`config.mk`:
```
export PLATFORM = sky130hd
export DESIGN_NAME = max7219_spi_rx
export DESIGN_NICKNAME = d
export VERILOG_FILES = /design/src/rtl/max7219_spi_rx.sv
export SDC_FILE = /design/constraint.sdc
export NUM_CORES = 1
export LEC_CHECK = 0
export BUFFER_PORTS_ARGS = -buffer_cell sky130_fd_sc_hd__clkbuf_2
export CAP_MARGIN = 40
export CORE_MARGIN = 4
export CORE_UTILIZATION = 35
export DETAILED_ROUTE_END_ITERATION = 6
export GPL_ROUTABILITY_DRIVEN = 0
export PLACE_DENSITY_LB_ADDON = 0.1
export SLEW_MARGIN = 20
export SYNTH_ARGS = -nofsm -noshare
export SYNTH_HDL_FRONTEND = slang
export SYNTH_SLANG_ARGS = --single-unit
```
`constraint.sdc`:
```
create_clock -name clk -period 2.2 [get_ports clk]
set_input_delay 0.33 -clock clk [delete_from_list [all_inputs] [get_ports clk]]
set_output_delay 0.33 -clock clk [all_outputs]
set_load 0.01 [all_outputs]
```
`src/rtl/max7219_spi_rx.sv`:
```
// MAX7219-compatible SPI slave: oversamples cs/sclk/mosi on clk, assembles
// 16-bit address/data frames and keeps a shadow of the device register file.
module max7219_spi_rx #(
  parameter int ADDR_W     = 4,
  parameter int FRAME_BITS = 16
) (
  input  logic                  clk,
  input  logic                  reset,
  input  logic                  cs,
  input  logic                  sclk,
  input  logic                  mosi,
  output logic [63:0]           rows,
  output logic [7:0]            decode_mode,
  output logic [3:0]            intensity,
  output logic [2:0]            scan_limit,
  output logic                  shutdown_n,
  output logic                  display_test,
  output logic                  frame_valid,
  output logic                  frame_error,
  output logic [FRAME_BITS-1:0] last_frame
);

  localparam int CNT_W = $clog2(FRAME_BITS + 1);

  typedef enum logic [1:0] {WAIT_IDLE, IDLE, SHIFT, COMMIT} state_t;

  state_t                state, state_nxt;
  logic [2:0]            cs_q, sclk_q;
  logic [1:0]            mosi_q;
  logic                  cs_s, cs_d, sclk_s, sclk_d, mosi_s;
  logic                  cs_fall, cs_rise, sclk_rise;
  logic [FRAME_BITS-1:0] shreg;
  logic [CNT_W-1:0]      bit_cnt;
  logic                  clr, shift_en, commit, err;
  logic [ADDR_W-1:0]     addr;
  logic [7:0]            data;
  logic [7:0][7:0]       row_q;

  // cs sync resets low so a frame already in flight at reset release keeps
  // the FSM parked in WAIT_IDLE until cs is really seen high.
  always_ff @(posedge clk) begin
    if (!reset) begin
      cs_q   <= '0;
      sclk_q <= '0;
      mosi_q <= '0;
    end else begin
      cs_q   <= {cs_q[1:0], cs};
      sclk_q <= {sclk_q[1:0], sclk};
      mosi_q <= {mosi_q[0], mosi};
    end
  end

  assign cs_s      = cs_q[1];
  assign cs_d      = cs_q[2];
  assign sclk_s    = sclk_q[1];
  assign sclk_d    = sclk_q[2];
  assign mosi_s    = mosi_q[1];
  assign cs_fall   = ~cs_s & cs_d;
  assign cs_rise   = cs_s & ~cs_d;
  assign sclk_rise = sclk_s & ~sclk_d;

  always_ff @(posedge clk) begin
    if (!reset) state <= WAIT_IDLE;
    else        state <= state_nxt;
  end

  always_comb begin
    state_nxt = state;
    clr       = 1'b0;
    shift_en  = 1'b0;
    commit    = 1'b0;
    err       = 1'b0;
    case (state)
      WAIT_IDLE: if (cs_s) state_nxt = IDLE;
      IDLE: begin
        if (cs_fall) begin
          clr       = 1'b1;
          state_nxt = SHIFT;
        end
      end
      SHIFT: begin
        shift_en = sclk_rise & ~cs_s;
        if (cs_rise) begin
          if (bit_cnt == CNT_W'(FRAME_BITS)) begin
            state_nxt = COMMIT;
          end else begin
            err       = (bit_cnt != '0);
            state_nxt = IDLE;
          end
        end
      end
      COMMIT: begin
        commit = 1'b1;
        if (cs_fall) begin
          clr       = 1'b1;
          state_nxt = SHIFT;
        end else begin
          state_nxt = IDLE;
        end
      end
      default: state_nxt = WAIT_IDLE;
    endcase
  end

  // Counter saturates so an over-long window commits its last 16 bits.
  always_ff @(posedge clk) begin
    if (!reset || clr) begin
      shreg   <= '0;
      bit_cnt <= '0;
    end else if (shift_en) begin
      shreg <= {shreg[FRAME_BITS-2:0], mosi_s};
      if (bit_cnt != CNT_W'(FRAME_BITS)) bit_cnt <= bit_cnt + 1'b1;
    end
  end

  assign addr = shreg[8 +: ADDR_W];
  assign data = shreg[7:0];

  always_ff @(posedge clk) begin
    if (!reset) begin
      row_q        <= '0;
      decode_mode  <= '0;
      intensity    <= '0;
      scan_limit   <= '0;
      shutdown_n   <= 1'b0;
      display_test <= 1'b0;
      last_frame   <= '0;
      frame_valid  <= 1'b0;
      frame_error  <= 1'b0;
    end else begin
      frame_valid <= commit;
      frame_error <= err;
      if (commit) begin
        last_frame <= shreg;
        for (int k = 0; k < 8; k++)
          if (addr == ADDR_W'(k + 1)) row_q[k] <= data;
        case (addr)
          ADDR_W'(9):  decode_mode  <= data;
          ADDR_W'(10): intensity    <= data[3:0];
          ADDR_W'(11): scan_limit   <= data[2:0];
          ADDR_W'(12): shutdown_n   <= data[0];
          ADDR_W'(15): display_test <= data[0];
          default: ;
        endcase
      end
    end
  end

  assign rows = row_q;

endmodule

```
# After elaboration in Yosys (flattened, before gate mapping)
# Cells that the tools add are included.
word_totals:
  reg_bits: 130
  latchBits: 0
  mem_bits_rw: 0
  mem_bits_ro: 0
  input_bits: 5
  out_inout_bits: 99
  wordCells: 85
  n_memories: 0
op_classes:
  n_addsub: 1
  multipliers: 0
  n_div: 0
  magnitude_cmp: 0
  n_eq_ne: 21
  shift: 0
  n_mux: 10
  bitwise_logic: 10
  reduce_logical: 21
op_table:
  columns: ["cell", "count"]
  rows:
  - ["$reduce_and A2 Y1", 14]
  - ["$eq A4 B4 Y1 const B", 6]
  - ["$eq A4 B3 Y1 const B", 4]
  - ["$mux W2", 5]
  - ["$eq A4 B2 Y1 const B", 2]
  - ["$pmux W2 S4", 1]
  - ["$ne A2 B2 Y1 const B", 3]
  - ["$not A1 Y1", 6]
  - ["$add A5 B1 Y5 const B", 1]
  - ["$eq A5 B5 Y1 const B", 1]
  - ["$ne A5 B5 Y1 const B", 1]
  - ["$reduce_bool A5 Y1", 1]
  - ["$and A1 B1 Y1", 4]
  - ["$eq A2 B2 Y1 const B", 2]
  - ["$eq A4 B1 Y1 const B", 1]
  - ["$mux W1", 4]
  - ["$reduce_or A4 Y1", 1]
  - ["$reduce_and A3 Y1", 1]
  - ["$eq A2 B1 Y1 const B", 1]
  - ["$logic_not A2 Y1", 1]
  - ["$reduce_or A2 Y1", 1]
  - ["$logic_not A1 Y1", 1]
  - ["$logic_or A1 B1 Y1", 1]

# Logic depth before layout (Yosys ltp)
logic_depth:
  depth_word: 5
  mapped_depth: 6
  depth_no_buf: 5

# Worst setup path before layout
# No wires, ideal clock.
synth_timing:
  path_type: "register -> register"
  startpoint: "register state[0]"
  endpoint: "register bit_cnt[2]"
  arrival_time_ns: 1.536
  path_slack_ns: 0.592
  path_stages_with_launch: 6
  period_less_slack_ns: 1.608
  path_cell_list: "dfxtp_1 > buf_6 > or4b_4 > buf_2 > nor4b_2 > mux2i_1"
synth_between:
  elab_chain_cells: 4
synth_lines:
  columns: ["element", "line", "text"]
  rows:
  - ["from (decl)", "27", "state_t state, state_nxt;"]
  - ["from (signal assigned)", "64", "else state <= state_nxt;"]
  - ["$eq A2 B2 Y1 or $eq A2 B1 Y1 (tied branches)", "73", "case (state)"]
  - ["$reduce_or A2 Y1 (no line)", null, null]
  - ["$mux W1", null, null]
  - ["$logic_or A1 B1 Y1", "107", "if (!reset || clr) begin"]
  - ["to (signal assigned)", "112", "if (bit_cnt != CNT_W'(FRAME_BITS)) bit_cnt <= bit_cnt + 1'b1;"]
  - ["to (decl)", "33", "logic [CNT_W-1:0] bit_cnt;"]
# Parallel ways exist; a longest one is shown, timed or not.
# A chain may end at the register's enable or synchronous reset.

# Final worst setup path
layout_timing:
  startpoint: "register state[1]"
  endpoint: "register bit_cnt[3]"
# Same word-level chain as after synthesis.

==> flow_summary.ini <==
[synthesis]
synth_fa_ha_area_share_pct = 0.519
ys_ff_latch = 130
synth_top_family_by_area = simple AND/OR/NAND/NOR gates
synth_compound_area_share_pct = 6.38
netlist_instances = 502
synth_top_area_cell = dfxtp_1
synthesis.nets = 509
synth_simple_gate_area_share_pct = 18.2
netlist_area_um2 = 4820
syn_area_per_cell_um2 = 9.61
synth_xor_area_share_pct = 0
async_reset_ff_share_pct = 0
yosysUniqueCellTypes = 35
yosys_warnings = 0
synth_edf_count = 0
seq_area_frac_synth_pct = 54.0
yosys.area.top_type_share_pct = 54.0
synth.area.top_cells = dfxtp_1 54%, mux2i_1 17%, nand2_1 9.6%, a21oi_1 3.5%, nand3_1 2.5%
ys.flop_type = dfxtp_1
synth_mux_area_share_pct = 17.2

[clock_network]
numCtsBuffers = 17
ctsRootBufferMaster = clkbuf_16
cts-resized-gates = 0
path_clk_slew_ps = 60
max-clock-path-buffers = 2
htree_num_levels = 4
clk_latency_ps = 420
clock_sinks = 130
cts_setup_buffers = 0
cts_tree = yes
cts_hold_buf = 0

[pwr]
leakagePower_nw = 2.47
swShare_pct = 20.2
clkPwrFrac_pct = 50.8
power_mw = 4.95
p_per_area_nw_per_um2 = 824
power_frac_seq_pct = 47.9
irDropWorstVdd_mv = 0.459
power.switching_mw = 1.00
p_int_mw = 3.95
pwr-share-comb_pct = 1.4

[die]
io_pins = 104
die_w_um = 125
start_util_pct = 36.1
rows = 42
core_um2 = 13300
die-area_um2 = 15700
fp.dieH_um = 125

[drt]
dr.pass1.iters = 4
drtAntennaViolNets = 0
avgViaCountPerCell = 4.88
wl_per_cell_um = 15.7
drc = 0
wl_um = 12200
drtIter0Drc = 207
vias = 3803

[global_route]
use_met2_pct = 25.4
grtUsageTotal_pct = 16.1
gr-usage-met1_pct = 20.0
first_global_vias = 3720
use_met3_pct = 5.80
grt-ovfl-total = 0
antenna_found_initial = 0
grt_max_degree = 71
grt_pass1_wl_um = 20100
top_usage_layer = met2

[timing]
hold_viol = 0
drv_slew = 0
slew_headroom_pct = 59.2
tightest_slew_ps = 612
fin_skew_ps = 18.5
tns_ps = 0
fin_crit_ps = 1830
hold_ws_ps = 117
min_period_over_period_pct = 83.1
rsz0062_at_grt = false
layout_setup_ws_ps = 371
fmax_ghz = 0.547
setup-violations-final = 0

[worst_setup_path]
reg2reg_slack_ps = 370
r2r-start = state[1]
cp.required_ps = 2530
critPathKind = reg2reg
cp-endpoint = bit_cnt[3]
r2r-end = bit_cnt[3]
cp-end-kind = flop
cp_max_fo = 21
start_kind = flop
cp-startpoint = state[1]
crit_arrival_ps = 2160
r2r_cells = 3

[final_layout]
syn2layout_area_growth_pct = 24.5
fin_area_um2 = 6010
fin_nets = 602
layout-drive-gt1-share_pct = 24.3
num_antenna_cells = 0

[job]
drv_cap = 0

[hold_path]
hold_class = in2reg

[placed_design]
place_ws_ps = 382
hpwl_um = 8380
portBuffers = 103
placed_area_um2 = 5480

[status]
outcome = finished, final reports clean
==> layer usage <==
metal	vias to the layer above	part of all wire, %
met5	-	0
met3	12	5.5
li1	1891	-
met4	0	1.5
met2	84	48
met1	1816	45
==> how the worst min path moves through the flow <==
stage | from | slack [ps] | cells past startpoint | endpoint
after floorplan | cs_q[0] | 410 | 1 | cs_q[1]
after global placement | sclk_q[0] | 420 | 1 | sclk_q[1]
after detailed placement | mosi_q[0] | 430 | 1 | mosi_q[1]
after CTS | mosi | 90 | 2 | mosi_q[0]
after global routing | cs | 110 | 2 | cs_q[0]
final | mosi | 120 | 2 | mosi_q[0]
==> final cells by class <==
class                   count  area, µm²
flip-flops and latches    130       2600
well taps                 176        220
inverters                   5       18.8
clock inverters             7       62.6
fillers                  1357       7340
repair buffers            112        598
multi-input cells         329       2040
clock buffers              21        460
==> cells in the final DEF (no fill, tap or decap), drive strengths merged, types with 2 or more instances in the layout <==
cell / count
o21ai: 16
nor2: 9
nand2: 124
or4: 3
nor4b: 3
nor3: 2
nand3: 24
ha: 2
buf: 10
nand4b: 2
a21oi: 34
clkbuf: 123
o31ai: 2
and2: 7
nand2b: 3
nand3b: 3
mux2i: 83
inv: 5
clkinv: 5
dfxtp: 130
or3: 2
==> cells in the mapped netlist (2+ instances only) <==
cell	count
o31ai_1	2
nor2_2	4
or4_1	3
nand2b_1	3
nor4b_2	2
nor2_1	5
nand3b_1	3
buf_1	2
buf_2	7
o21ai_0	16
nand2_1	124
clkbuf_1	28
and2_1	7
ha_1	2
nand4b_1	2
or3_1	2
a21oi_1	34
mux2i_1	83
inv_1	5
nand3_1	24
dfxtp_1	130
==> metrics by stage <==
stage / cells / utilization, %
2_1_floorplan: 502 / -
3_3_place_gp: 752 / 41.1
6_report: 780 / 45.0
5_1_grt: 780 / 45.0
4_1_cts: 780 / 45.0
3_5_place_dp: 752 / 41.1
==> cell families after synthesis <==
kind of cell	count (synthesis)
AO/OA/AOI/OAI	57
AND/OR/NAND/NOR	187
multiplexers	83
flip-flops	130
buffers and inverters	43
adder cells (fa/ha/maj)	2
==> state kept, by name (all words and copies together) (netlist names) <==
register and cells:
rows 64, sclk_q 3, state 2, scan_limit 3, intensity 4, frame_valid 1
shreg 16, last_frame 16, cs_q 3, mosi_q 2, frame_error 1, decode_mode 8
display_test 1, bit_cnt 5, shutdown_n 1
==> worst max-delay path, stage by stage, from the launching register on <==
cell and delay [ps]:
dfxtp_1 460, or4b_4 640, or4_1 500, a21oi_1 140
==> power by group through the flow <==
stage	combinational [mW]	sequential (mW)	clock (mW)
after global placement	0.0671	2.42	0
after global routing	0.0760	2.37	2.69
after CTS	0.0678	2.37	2.59
final	0.0672	2.37	2.51
after floorplan	0.0524	2.42	0
after detailed placement	0.0677	2.42	0
(Power assumes the default switching activity.)
